$ cat config.mk
export PLATFORM = sky130hd
export DESIGN_NAME = ps2_kbd_rx
export DESIGN_NICKNAME = d
export VERILOG_FILES = /design/src/rtl/ps2_pkg.sv /design/src/rtl/ps2_evt_fifo.sv /design/src/rtl/ps2_kbd_rx.sv
export SDC_FILE = /design/constraint.sdc
export NUM_CORES = 1
export LEC_CHECK = 0
export ABC_AREA = 1
export BUFFER_PORTS_ARGS = -buffer_cell sky130_fd_sc_hd__buf_2
export CAP_MARGIN = 20
export CORE_MARGIN = 5
export CORE_UTILIZATION = 35
export CTS_CLUSTER_DIAMETER = 120
export DETAILED_ROUTE_END_ITERATION = 6
export GPL_ROUTABILITY_DRIVEN = 1
export SYNTH_ARGS = -nofsm -noshare
export SYNTH_HDL_FRONTEND = slang
export SYNTH_HIERARCHICAL = 1
export SYNTH_SLANG_ARGS = --single-unit
$ cat constraint.sdc
create_clock -name clk -period 6.3 [get_ports clk]
set_clock_uncertainty 0.2 [all_clocks]
set_input_delay 0.315 -clock clk [delete_from_list [all_inputs] [get_ports clk]]
set_output_delay 0.315 -clock clk [all_outputs]
set_load 0.02 [all_outputs]
$ cat src/rtl/ps2_pkg.sv
// ---------------------------------------------------------------------------
// ps2_pkg
// Shared constants for the PS/2 keyboard receiver slice.
//   - Scan codes for the prefix bytes and the four movement keys.
//   - Bit positions of each key inside the wsad_down bitmap.
//   - Field positions of the break/extended flags inside a 10-bit key event.
//   - wsad_mask(): one-hot bitmap bit for a movement key, zero otherwise.
// ---------------------------------------------------------------------------
package ps2_pkg;

    localparam logic [7:0] SC_EXT = 8'hE0;
    localparam logic [7:0] SC_BRK = 8'hF0;
    localparam logic [7:0] SC_W   = 8'h1D;
    localparam logic [7:0] SC_A   = 8'h1C;
    localparam logic [7:0] SC_S   = 8'h1B;
    localparam logic [7:0] SC_D   = 8'h23;

    localparam int WSAD_S = 0;
    localparam int WSAD_A = 1;
    localparam int WSAD_W = 2;
    localparam int WSAD_D = 3;

    localparam int EVT_BRK = 9;
    localparam int EVT_EXT = 8;
    localparam int EVT_W   = 10;

    // Returns the bitmap bit a scan code controls; all zeros for other keys.
    function automatic logic [3:0] wsad_mask(input logic [7:0] code);
        logic [3:0] m;
        m = 4'b0000;
        case (code)
            SC_S:    m[WSAD_S] = 1'b1;
            SC_A:    m[WSAD_A] = 1'b1;
            SC_W:    m[WSAD_W] = 1'b1;
            SC_D:    m[WSAD_D] = 1'b1;
            default: m = 4'b0000;
        endcase
        return m;
    endfunction

endpackage

$ cat src/rtl/ps2_evt_fifo.sv
// ---------------------------------------------------------------------------
// ps2_evt_fifo
// Synchronous show-ahead FIFO for key events with a sticky overflow flag.
// Ports:
//   clk      in   system clock
//   clrn     in   synchronous active-low reset
//   push     in   write request for wr_data
//   wr_data  in   DW-bit event word
//   pop_req  in   read request; ignored while empty
//   head     out  oldest entry, zero when empty
//   ready    out  FIFO non-empty
//   overflow out  sticky: a push was dropped because the FIFO was full
// ---------------------------------------------------------------------------
module ps2_evt_fifo #(
    parameter int AW = 3,
    parameter int DW = 10
) (
    input  logic          clk,
    input  logic          clrn,
    input  logic          push,
    input  logic [DW-1:0] wr_data,
    input  logic          pop_req,
    output logic [DW-1:0] head,
    output logic          ready,
    output logic          overflow
);

    localparam int DEPTH = 1 << AW;
    localparam int CW    = AW + 1;

    logic [DW-1:0] mem_q [DEPTH];
    logic [DW-1:0] mem_d [DEPTH];
    logic [AW-1:0] wr_ptr_q, wr_ptr_d;
    logic [AW-1:0] rd_ptr_q, rd_ptr_d;
    logic [CW-1:0] count_q, count_d;
    logic          ovf_q, ovf_d;
    logic          empty, full, do_push, do_pop;

    // Next-state logic. A pop frees a slot in the same cycle, so a push into
    // a full FIFO still succeeds when a pop happens alongside it.
    always_comb begin
        empty    = (count_q == '0);
        full     = (count_q == CW'(DEPTH));
        do_pop   = pop_req & ~empty;
        do_push  = push & (~full | do_pop);
        mem_d    = mem_q;
        wr_ptr_d = wr_ptr_q;
        rd_ptr_d = rd_ptr_q;
        if (do_push) begin
            mem_d[wr_ptr_q] = wr_data;
            wr_ptr_d        = wr_ptr_q + AW'(1);
        end
        if (do_pop) begin
            rd_ptr_d = rd_ptr_q + AW'(1);
        end
        count_d  = count_q + CW'(do_push) - CW'(do_pop);
        ovf_d    = ovf_q | (push & ~do_push);
        head     = empty ? '0 : mem_q[rd_ptr_q];
        ready    = ~empty;
        overflow = ovf_q;
    end

    // State registers; the overflow flag only ever clears on reset.
    always_ff @(posedge clk) begin
        if (!clrn) begin
            for (int i = 0; i < DEPTH; i++) begin
                mem_q[i] <= '0;
            end
            wr_ptr_q <= '0;
            rd_ptr_q <= '0;
            count_q  <= '0;
            ovf_q    <= 1'b0;
        end else begin
            mem_q    <= mem_d;
            wr_ptr_q <= wr_ptr_d;
            rd_ptr_q <= rd_ptr_d;
            count_q  <= count_d;
            ovf_q    <= ovf_d;
        end
    end

endmodule

$ cat src/rtl/ps2_kbd_rx.sv
// ---------------------------------------------------------------------------
// ps2_kbd_rx
// PS/2 keyboard receiver. Oversamples ps2_clk/ps2_data, deframes 11-bit
// device-to-host frames, folds E0/F0 prefixes into 10-bit key events queued
// in a FIFO, and tracks which of W/A/S/D are currently held.
// Ports:
//   clk       in   system clock
//   clrn      in   synchronous active-low reset
//   ps2_clk   in   raw PS/2 clock (asynchronous)
//   ps2_data  in   raw PS/2 data (asynchronous)
//   rdn       in   active-low read strobe, pops the FIFO head
//   data      out  FIFO head: [9]=break, [8]=extended, [7:0]=scan code
//   ready     out  FIFO non-empty
//   overflow  out  sticky lost-event flag
//   wsad_down out  held keys: [0]=S, [1]=A, [2]=W, [3]=D
// Optional build macro PS2_RX_TIMEOUT_EN: abandons a partial frame after
// TIMEOUT_CYCLES clk cycles without a ps2_clk falling edge.
// ---------------------------------------------------------------------------
module ps2_kbd_rx
    import ps2_pkg::*;
#(
    parameter int FIFO_AW        = 3,
    parameter int SYNC_STAGES    = 3,
    parameter int TIMEOUT_CYCLES = 50000
) (
    input  logic       clk,
    input  logic       clrn,
    input  logic       ps2_clk,
    input  logic       ps2_data,
    input  logic       rdn,
    output logic [9:0] data,
    output logic       ready,
    output logic       overflow,
    output logic [3:0] wsad_down
);

    logic [SYNC_STAGES-1:0] clk_sync_q, clk_sync_d;
    logic [SYNC_STAGES-1:0] dat_sync_q, dat_sync_d;
    logic                   clk_prev_q, clk_prev_d;
    logic [3:0]             bit_cnt_q, bit_cnt_d;
    logic [9:0]             frame_q, frame_d;
    logic                   ext_q, ext_d;
    logic                   brk_q, brk_d;
    logic [3:0]             wsad_q, wsad_d;
    logic                   fall, dat_bit, frame_done, frame_ok, push, timeout;
    logic [7:0]             rx_byte;
    logic [EVT_W-1:0]       evt_word;

    // Falling edge seen at the output of the synchronizer; data is taken
    // from the same synchronizer depth so both lines stay aligned.
    assign fall    = clk_prev_q & ~clk_sync_q[SYNC_STAGES-1];
    assign dat_bit = dat_sync_q[SYNC_STAGES-1];

`ifdef PS2_RX_TIMEOUT_EN
    localparam int IDLE_W = $clog2(TIMEOUT_CYCLES + 1);
    localparam logic [IDLE_W-1:0] IDLE_MAX = IDLE_W'(TIMEOUT_CYCLES);

    logic [IDLE_W-1:0] idle_q, idle_d;

    // Saturating count of cycles since the last falling edge.
    always_comb begin
        idle_d = idle_q;
        if (fall) begin
            idle_d = '0;
        end else if (idle_q != IDLE_MAX) begin
            idle_d = idle_q + IDLE_W'(1);
        end
        timeout = (bit_cnt_q != 4'd0) && (idle_q == IDLE_MAX);
    end

    always_ff @(posedge clk) begin
        if (!clrn) begin
            idle_q <= '0;
        end else begin
            idle_q <= idle_d;
        end
    end
`else
    logic [31:0] timeout_unused;
    assign timeout_unused = TIMEOUT_CYCLES;
    assign timeout        = 1'b0;
`endif

    // Frame assembly and prefix folding. Bits shift in from the top, so after
    // ten edges frame_q[0] is the start bit, [8:1] the byte, [9] the parity,
    // and the stop bit is the live sample on the eleventh edge.
    always_comb begin
        clk_sync_d = {clk_sync_q[SYNC_STAGES-2:0], ps2_clk};
        dat_sync_d = {dat_sync_q[SYNC_STAGES-2:0], ps2_data};
        clk_prev_d = clk_sync_q[SYNC_STAGES-1];
        frame_done = fall && (bit_cnt_q == 4'd10);
        frame_ok   = ~frame_q[0] & dat_bit & (^frame_q[9:1]);
        rx_byte    = frame_q[8:1];
        evt_word   = {2'b00, rx_byte};
        evt_word[EVT_BRK] = brk_q;
        evt_word[EVT_EXT] = ext_q;
        push      = 1'b0;
        bit_cnt_d = bit_cnt_q;
        frame_d   = frame_q;
        ext_d     = ext_q;
        brk_d     = brk_q;
        wsad_d    = wsad_q;
        if (fall) begin
            frame_d   = {dat_bit, frame_q[9:1]};
            bit_cnt_d = frame_done ? 4'd0 : bit_cnt_q + 4'd1;
        end
        if (frame_done && frame_ok) begin
            if (rx_byte == SC_EXT) begin
                ext_d = 1'b1;
            end else if (rx_byte == SC_BRK) begin
                brk_d = 1'b1;
            end else begin
                push  = 1'b1;
                ext_d = 1'b0;
                brk_d = 1'b0;
                if (!ext_q) begin
                    wsad_d = brk_q ? (wsad_q & ~wsad_mask(rx_byte))
                                   : (wsad_q | wsad_mask(rx_byte));
                end
            end
        end
        if (timeout) begin
            bit_cnt_d = 4'd0;
            ext_d     = 1'b0;
            brk_d     = 1'b0;
        end
    end

    // Receiver state. Sync chains reset to the idle-high line level so that
    // leaving reset never looks like a falling edge.
    always_ff @(posedge clk) begin
        if (!clrn) begin
            clk_sync_q <= '1;
            dat_sync_q <= '1;
            clk_prev_q <= 1'b1;
            bit_cnt_q  <= 4'd0;
            frame_q    <= '0;
            ext_q      <= 1'b0;
            brk_q      <= 1'b0;
            wsad_q     <= 4'b0000;
        end else begin
            clk_sync_q <= clk_sync_d;
            dat_sync_q <= dat_sync_d;
            clk_prev_q <= clk_prev_d;
            bit_cnt_q  <= bit_cnt_d;
            frame_q    <= frame_d;
            ext_q      <= ext_d;
            brk_q      <= brk_d;
            wsad_q     <= wsad_d;
        end
    end

    assign wsad_down = wsad_q;

    ps2_evt_fifo #(
        .AW (FIFO_AW),
        .DW (EVT_W)
    ) u_fifo (
        .clk      (clk),
        .clrn     (clrn),
        .push     (push),
        .wr_data  (evt_word),
        .pop_req  (~rdn),
        .head     (data),
        .ready    (ready),
        .overflow (overflow)
    );

endmodule

==> impl_results.md, run 1 <==
- Synthesized flop and latch total: 118
- Sequential share of the synthesized area: 35.98%
- CTS root buffer: clkbuf_16
- Die height: 147.0 um
- Yosys cell types: 33
- Vias per inst: 4.783
- Synth warnings: 6
- Area growth syn-to-layout: 13.55%
- First-pass GRT wire length: 28210 um
- CTS tree: built
- Drt first pass iters: 4
- Initial Util: 35.33%
- Die width: 147.0 um
- Area occupied by multi-input gates: 0.003182 mm^2
- Grt met1 use: 22.15%
- All-Layer GR Usage: 16.28%
- Core ar.: 0.01858 mm^2
- Post-DP Area: 0.006822 mm^2
- Setup crit end kind: flop
- Most frequent cells in the layout: 212 x inv_1, 203 x nand2_1, 118 x dfxtp_1, 117 x nor2_1, 84 x nand4_1
- Worst setup SP type: flop
- Routed wire per std cell: 13.62 um
- Post-route minimum period: 3.660 ns
- Synth top area share: 35.98%
- Worst IR Drop VDD: 215.0 uV
- Clock Tree Buf Depth: 2
- Fraction of layout cells with a size suffix above 1: 9.109%
- Finished Cell Area: 0.007455 mm^2
- Initial antenna violation count: 0
- Hold crit path type: input pin to flop
- Fillers: 1952
- Layout Utilization: 40.12%
- CTS buffer count: 17
- Slew @ Worst Pin: 1.075 ns
- Routability cong.: 0.8074
- Slew Viols, Final: 0
- Top cells by area, synth: dfxtp_1 36%, inv_1 12%, nand2_1 12%
- Leakage Power: 0.003360 uW
- DRC errors left: 0
- Worst-Skew Late Latency: 0.42 ns
- CP Max Fanout: 45
- Final hold viol count: 0
- Mapped Avg Cell Area: 6.558 um^2
- Mapped Area: 0.006565 mm^2
- Final setup viols: 0
- H-tree depth: 4
- Rel. slew slack: 28.30%
- Remaining Overflow, GRT: 0
- Clk sinks: 118
- Worst path arrival time: 3.76 ns
- Vias: 5950
- # Post-CTS Setup Buffers: 0
- Dpl cells: 1210
- RSZ-0062 raised after global routing: no
- Power Density: 316.7 mW/mm^2
- Fmax: 273.2 MHz
- Post-DP HPWL: 10380 um
- Met3 Use GR: 3.547%
- Cell count after synthesis: 1001
- Ant. Diodes: 0
- Critical path class: flop to flop
- Largest area contributor in the netlist: dfxtp_1
- Max-cap violations: 0
- GR Layer Usage met2: 25.42%
- Post-synth net total: 1028
- Status: complete, no violations
- Setup TNS: 0 ns
- Fin cells: 1244
- Required time worst endpoint: 6.40 ns
- Final net count: 1024
- Area occupied by registers: 0.002362 mm^2
- Antenna Nets Post-Route: 0
- Final wirelength: 16940 um
- Vias in the first global route: 5475
- Row count: 50
- Most common cell after layout, fill and taps aside: inv_1
- Final period utilization: 58.10%
- GRT Max-Usage Layer: met2
- Die area: 0.02160 mm^2
- I/O pins: 21
- Clk slew on worst S/H paths: 0.06 ns
- Largest net degree at the start of global routing: 106
- DRT iter0 DRCs: 551
- PortBufs: 20
-- report_power, final --
part	switching, uW	total, uW	internal (uW)
Sequential	33.3	800	767
Clock	370	1010	635
Combinational	393	556	163
-- sequential cells by signal, summed over array words and instances (netlist names), named ones only --
register         cells
u_fifo/mem_q        80
clk_prev_q           1
u_fifo/overflow      1
u_fifo/wr_ptr_q      3
frame_q             10
ext_q                1
brk_q                1
u_fifo/rd_ptr_q      3
clk_sync_q           3
bit_cnt_q            4
dat_sync_q           3
u_fifo/count_q       4
-- critical path, stage by stage, from the launching register on --
cell	delay (ns)
dfxtp_1	0.38
inv_1	0.10
ha_1	0.33
inv_1	0.09
nand2_1	0.07
nand3_1	0.08
nand3_1	0.08
nand2_2	0.09
nand3_4	0.12
nor2_4	0.10
buf_4	0.46
nand2_1	0.23
ha_1	0.33
inv_1	0.06
ha_1	0.15
inv_1	0.05
fa_1	0.37
xor2_1	0.16
nor2_1	0.05
-- final timing paths --
check                                                       end                     start  cells past startpoint  slack, ns
worst max register to register     u_fifo/count_q[2]$_SDFF_PN0_   frame_q[3]$_SDFFE_PN0P_                     18       2.64
worst min-delay path            u_fifo/rd_ptr_q[0]$_SDFFE_PN0P_                       rdn                      4       0.11
worst min register to register         clk_sync_q[1]$_SDFF_PN1_  clk_sync_q[0]$_SDFF_PN1_                      1       0.21
worst max-delay path               u_fifo/count_q[2]$_SDFF_PN0_   frame_q[3]$_SDFFE_PN0P_                     18       2.64
-- final cells by class --
cell class / instances / area share, %
timing repair buffer: 33 / 2.753
inverter: 213 / 10.73
multi-input combinational: 614 / 42.68
tap: 234 / 3.927
sequential: 118 / 31.69
clock inverter: 14 / 2.333
clock buffer: 18 / 5.891
-- metrics by stage --
step,worst slack [ns],hold WS [ns],total power [uW]
CTS,2.671,0.08315,2383
finish,2.640,0.1073,2361
detailed placement,2.689,0.1974,1368
floorplan,2.911,0.1925,1211
global route,2.343,0.09978,2491
global placement,2.768,0.1935,1367
-- cells by family (layout without fill, tap and decap cells) --
kind of cell | Yosys count | in the layout | synth area share (%)
AND/OR/NAND/NOR | 466 | 466 | 33.89
XOR/XNOR | 6 | 6 | 0.8005
AO/OA/AOI/OAI | 120 | 120 | 9.282
flip-flops | 118 | 118 | 35.98
adder cells (fa/ha/maj) | 22 | 22 | 4.307
buffers and inverters | 269 | 278 | 15.74
-- timing repair --
action	CTS	global route
hold endpoints to repair	2	0
resized for setup	0	0
setup endpoints to repair	0	0
hold buffers	2	0
-- layer usage --
layer  vias to the layer above  wire, um
met5                         -         0
met4                         0       446
met3                        23       623
met2                       115      7781
met1                      2688      8089
li1                       3124         -
-- synthesized netlist by cell type --
| cell type | number |
|---|---|
| clkbuf_1 | 25 |
| xnor2_1 | 1 |
| nand3b_4 | 1 |
| nor2_1 | 118 |
| nor3b_1 | 1 |
| buf_2 | 10 |
| nand2_2 | 5 |
| nor3_1 | 6 |
| nand3_1 | 26 |
| o31ai_1 | 1 |
| a31oi_1 | 1 |
| nor3_2 | 2 |
| o21ai_0 | 56 |
| or2_2 | 7 |
| a21oi_1 | 60 |
| inv_2 | 1 |
| nand4_1 | 84 |
| fa_1 | 1 |
| a211oi_1 | 1 |
| ha_1 | 21 |
| nor2_8 | 1 |
| nor2_4 | 1 |
| inv_1 | 212 |
| nor3_4 | 1 |
| dfxtp_1 | 118 |
| nand3_4 | 9 |
| nand2_1 | 203 |
| xor2_1 | 5 |
| buf_6 | 1 |
| and3_1 | 1 |
| buf_4 | 1 |
| o21bai_1 | 1 |
| buf_1 | 19 |
(Power assumes the default switching activity.)
==> run 2, diff against run 1 <==
--- a/config.mk
+++ b/config.mk
@@ -5,7 +5,7 @@
 export SDC_FILE = /design/constraint.sdc
 export NUM_CORES = 1
 export LEC_CHECK = 0
-export ABC_AREA = 1
+export ABC_AREA = 0
 export BUFFER_PORTS_ARGS = -buffer_cell sky130_fd_sc_hd__buf_2
 export CAP_MARGIN = 20
 export CORE_MARGIN = 5
==> constraint.sdc (replaced) <==
create_clock -name clk -period 3.2 [get_ports clk]
set_clock_uncertainty 0.2 [all_clocks]
set_input_delay 0.16 -clock clk [delete_from_list [all_inputs] [get_ports clk]]
set_output_delay 0.16 -clock clk [all_outputs]
set_load 0.02 [all_outputs]
==> impl_results.md, run 2 <==
- Vias in the first global route: 4022 (-27%)
- Number of synthesized flops with an enable pin: 0 (unchanged)
- Fraction of layout cells with a size suffix above 1: 21.45% (+12 points)
- Post-DP HPWL: 8085 um (-22%)
- Clk sinks: 118 (unchanged)
- Die height: 136.0 um (-7.4%)
- Post-route minimum period: 3.114 ns (-0.5465 ns)
- Sequential share of the synthesized area: 42.49% (+6.5 points)
- Vias per inst: 4.921 (+2.9%)
- Worst setup SP type: flop
- Critical path class: flop to flop
- PortBufs: 20 (unchanged)
- Cells along the critical path: inv_2, ha_4, xnor3_2, xnor2_4, or2_4, nor3_4, a21boi_4, inv_2, ha_4, inv_2, ha_4, inv_2, fa_2, nor2_1
- Max-cap violations: 0 (unchanged)
- Post-synth net total: 565 (-45%)
- Slew @ Worst Pin: 0.9051 ns (-0.1704 ns)
- Final wirelength: 12440 um (-27%)
- Asr flop ratio synth: 0% (unchanged)
- Crit path buf inv count: 4 (-1)
- Prevailing post-synth register cell: dfxtp_1
- CP top delay family: adder cells
- Finished Cell Area: 0.006739 mm^2 (-9.6%)
- Number of flip-flops under the largest register name: 80 (unchanged)
- Leakage Power: 0.002606 uW (-22%)
- Die width: 136.0 um (-7.4%)
- Final setup viols: 0 (unchanged)
- Synthesized flop and latch total: 118 (unchanged)
- Slowest stage cell on the critical path: fa_2
- Initial Util: 35.38% (+0.047 points)
- Required time worst endpoint: 3.30 ns (-3.10 ns)
- Most frequent cells in the layout: 126 x nand2_1, 114 x dfxtp_1, 88 x mux2i_1, 26 x buf_4, 19 x buf_2
- CP Max Fanout: 2 (-96%)
- Vias: 3976 (-33%)
- Hold crit path type: input pin to flop
- DRC errors left: 0 (unchanged)
- Synth top area share: 42.49% (+6.5 points)
- CTS root buffer: clkbuf_16
- Initial antenna violation count: 0 (unchanged)
- Routed wire per std cell: 15.40 um (+13%)
- Power Density: 572.1 mW/mm^2 (+81%)
- Most common cell after layout, fill and taps aside: nand2_1
- First-pass GRT wire length: 20290 um (-28%)
- CTS buffer count: 17 (unchanged)
- H-tree depth: 4 (unchanged)
- CP most frequent cell: inv_2
- Worst path arrival time: 3.21 ns (-0.55 ns)
- Top cells by area, synth: dfxtp_1 42%, mux2i_1 16%, nand2_1 8.5%
- Critical Path Max Stage Delay: 0.51 ns (+0.05 ns)
- CTS tree: built
- Die area: 0.01850 mm^2 (-14%)
- Clk slew on worst S/H paths: 0.06 ns (about the same)
- Core ar.: 0.01571 mm^2 (-15%)
- Area growth syn-to-layout: 21.22%
- Mapped Area: 0.005559 mm^2 (-15%)
- DRT iter0 DRCs: 227 (-59%)
- Slew Viols, Final: 0 (unchanged)
- Mapped Avg Cell Area: 10.33 um^2 (+58%)
- Yosys cell types: 52 (+58%)
- Hold Path Stages: 3 (-1)
- Row count: 46 (-8.0%)
- Hold endpoint: u_fifo/wr_ptr_q[0]$_SDFFE_PN0P_
- Most common cell in the netlist: nand2_1
- Rel. slew slack: 39.65% (+11 points)
- Drt first pass iters: 5 (+1)
- Post-DP Area: 0.006100 mm^2 (-11%)
- Antenna Nets Post-Route: 0 (unchanged)
- Worst-Skew Late Latency: 0.41 ns (about the same)
- Final net count: 607 (-41%)
- Synth warnings: 6 (unchanged)
- Top Registers: u_fifo/mem_q (80), frame_q (10)
- Status: complete, no violations
- Cell count after synthesis: 538 (-46%)
- Remaining Overflow, GRT: 0 (unchanged)
- Worst r2r path cells: 14 (-4)
- Largest net degree at the start of global routing: 73 (-31%)
- RR Endpoint: u_fifo/count_q[1]$_SDFF_PN0_
- Fmax: 321.1 MHz (+18%)
- Clock Tree Buf Depth: 2 (unchanged)
- Largest area contributor in the netlist: dfxtp_1
- I/O pins: 21 (unchanged)
- Routability cong.: 0.7971 (-1.3%)
- Top cells by count, synth: 126 x nand2_1, 118 x dfxtp_1, 88 x mux2i_1
- Fillers: 1466 (-25%)
- RR Startpoint: frame_q[2]$_SDFFE_PN0P_
- Reg-to-reg slack, setup: 0.09 ns (-2.55 ns)
- Worst IR Drop VDD: 347.7 uV (+62%)
- Top reg by flops: u_fifo/mem_q
- Ant. Diodes: 0 (unchanged)
- Final hold viol count: 0 (unchanged)
- Power Total: 3856 uW (+63%)
- Final period utilization: 97.31% (+39 points)
- Setup crit end kind: flop
- All-Layer GR Usage: 13.99% (-2.3 points)
- Worst Min Path Start: clrn
-- run 2: area by class of cell --
type	count	area [um^2]	area share, %
flip-flops and latches	118	2367	35.13
multi-input cells	367	3050	45.27
clock buffers	22	474.2	7.037
well taps	216	270.3	4.010
clock inverters	9	53.80	0.7984
repair buffers	54	440.4	6.535
inverters	22	82.58	1.225
-- run 2: cells by family (layout without fill, tap and decap cells) --
kind of cell	Yosys count	in the layout	share of synthesized area, %
XOR/XNOR	4	4	1.373
buffers and inverters	53	107	4.749
flip-flops	118	118	42.49
AO/OA/AOI/OAI	48	48	6.325
adder cells (fa/ha/maj)	22	22	5.087
AND/OR/NAND/NOR	185	185	15.62
multiplexers	108	108	24.35
-- run 2: repair_timing --
item                                   4_1_cts  5_1_grt
resized for setup                           10        2
endpoints found under the hold margin        4        0
hold buffers                                 3        0
pin swaps                                    9        4
setup buffers                                3        2
setup endpoints to repair                    3        3
-- run 2: how the worst max path moves through the flow --
stage | from | to | slack, ns | depth (start not counted)
5_1_grt | frame_q[2]$_SDFFE_PN0P_ | u_fifo/count_q[2]$_SDFF_PN0_ | -0.03 | 15
3_5_place_dp | frame_q[2]$_SDFFE_PN0P_ | u_fifo/count_q[2]$_SDFF_PN0_ | -0.18 | 15
6_report | frame_q[2]$_SDFFE_PN0P_ | u_fifo/count_q[1]$_SDFF_PN0_ | 0.09 | 14
2_1_floorplan | frame_q[2]$_SDFFE_PN0P_ | u_fifo/count_q[2]$_SDFF_PN0_ | -0.16 | 16
3_3_place_gp | frame_q[2]$_SDFFE_PN0P_ | u_fifo/count_q[2]$_SDFF_PN0_ | -0.1 | 15
4_1_cts | frame_q[5]$_SDFFE_PN0P_ | u_fifo/count_q[1]$_SDFF_PN0_ | 0.03 | 14
-- run 2: per-layer routing --
metal	vias to the layer above	part of all wire (%)	track usage [%]
li1	1955	-	-
met2	62	49	23.45
met3	16	3.9	3.812
met5	-	0	0
met1	1943	46	17.38
met4	0	1.1	4.759
-- run 2: worst min-delay path, stage by stage --
cell and delay, ns:
buf_4 0.31, nand2_1 0.15, mux2i_1 0.06
-- run 2: metrics by stage --
| step | hold slack (ns) | util [%] | TNS [ns] | setup slack [ns] | std cells |
|---|---|---|---|---|---|
| final | 0.1293 | 42.89 | 0 | 0.08617 | 808 |
| after global placement | 0.1450 | 38.82 | -0.1347 | -0.09570 | 770 |
| after global routing | 0.1639 | 42.89 | -0.05430 | -0.02975 | 808 |
| after floorplan | 0.06147 | - | -0.2676 | -0.1600 | 538 |
| after detailed placement | 0.1480 | 38.82 | -0.2837 | -0.1782 | 770 |
| after CTS | 0.1197 | 42.74 | 0 | 0.03346 | 806 |
-- run 2: power breakdown --
part           internal, uW  switching, uW
Sequential             1510           63.3
Combinational           257            341
Clock                  1040            653
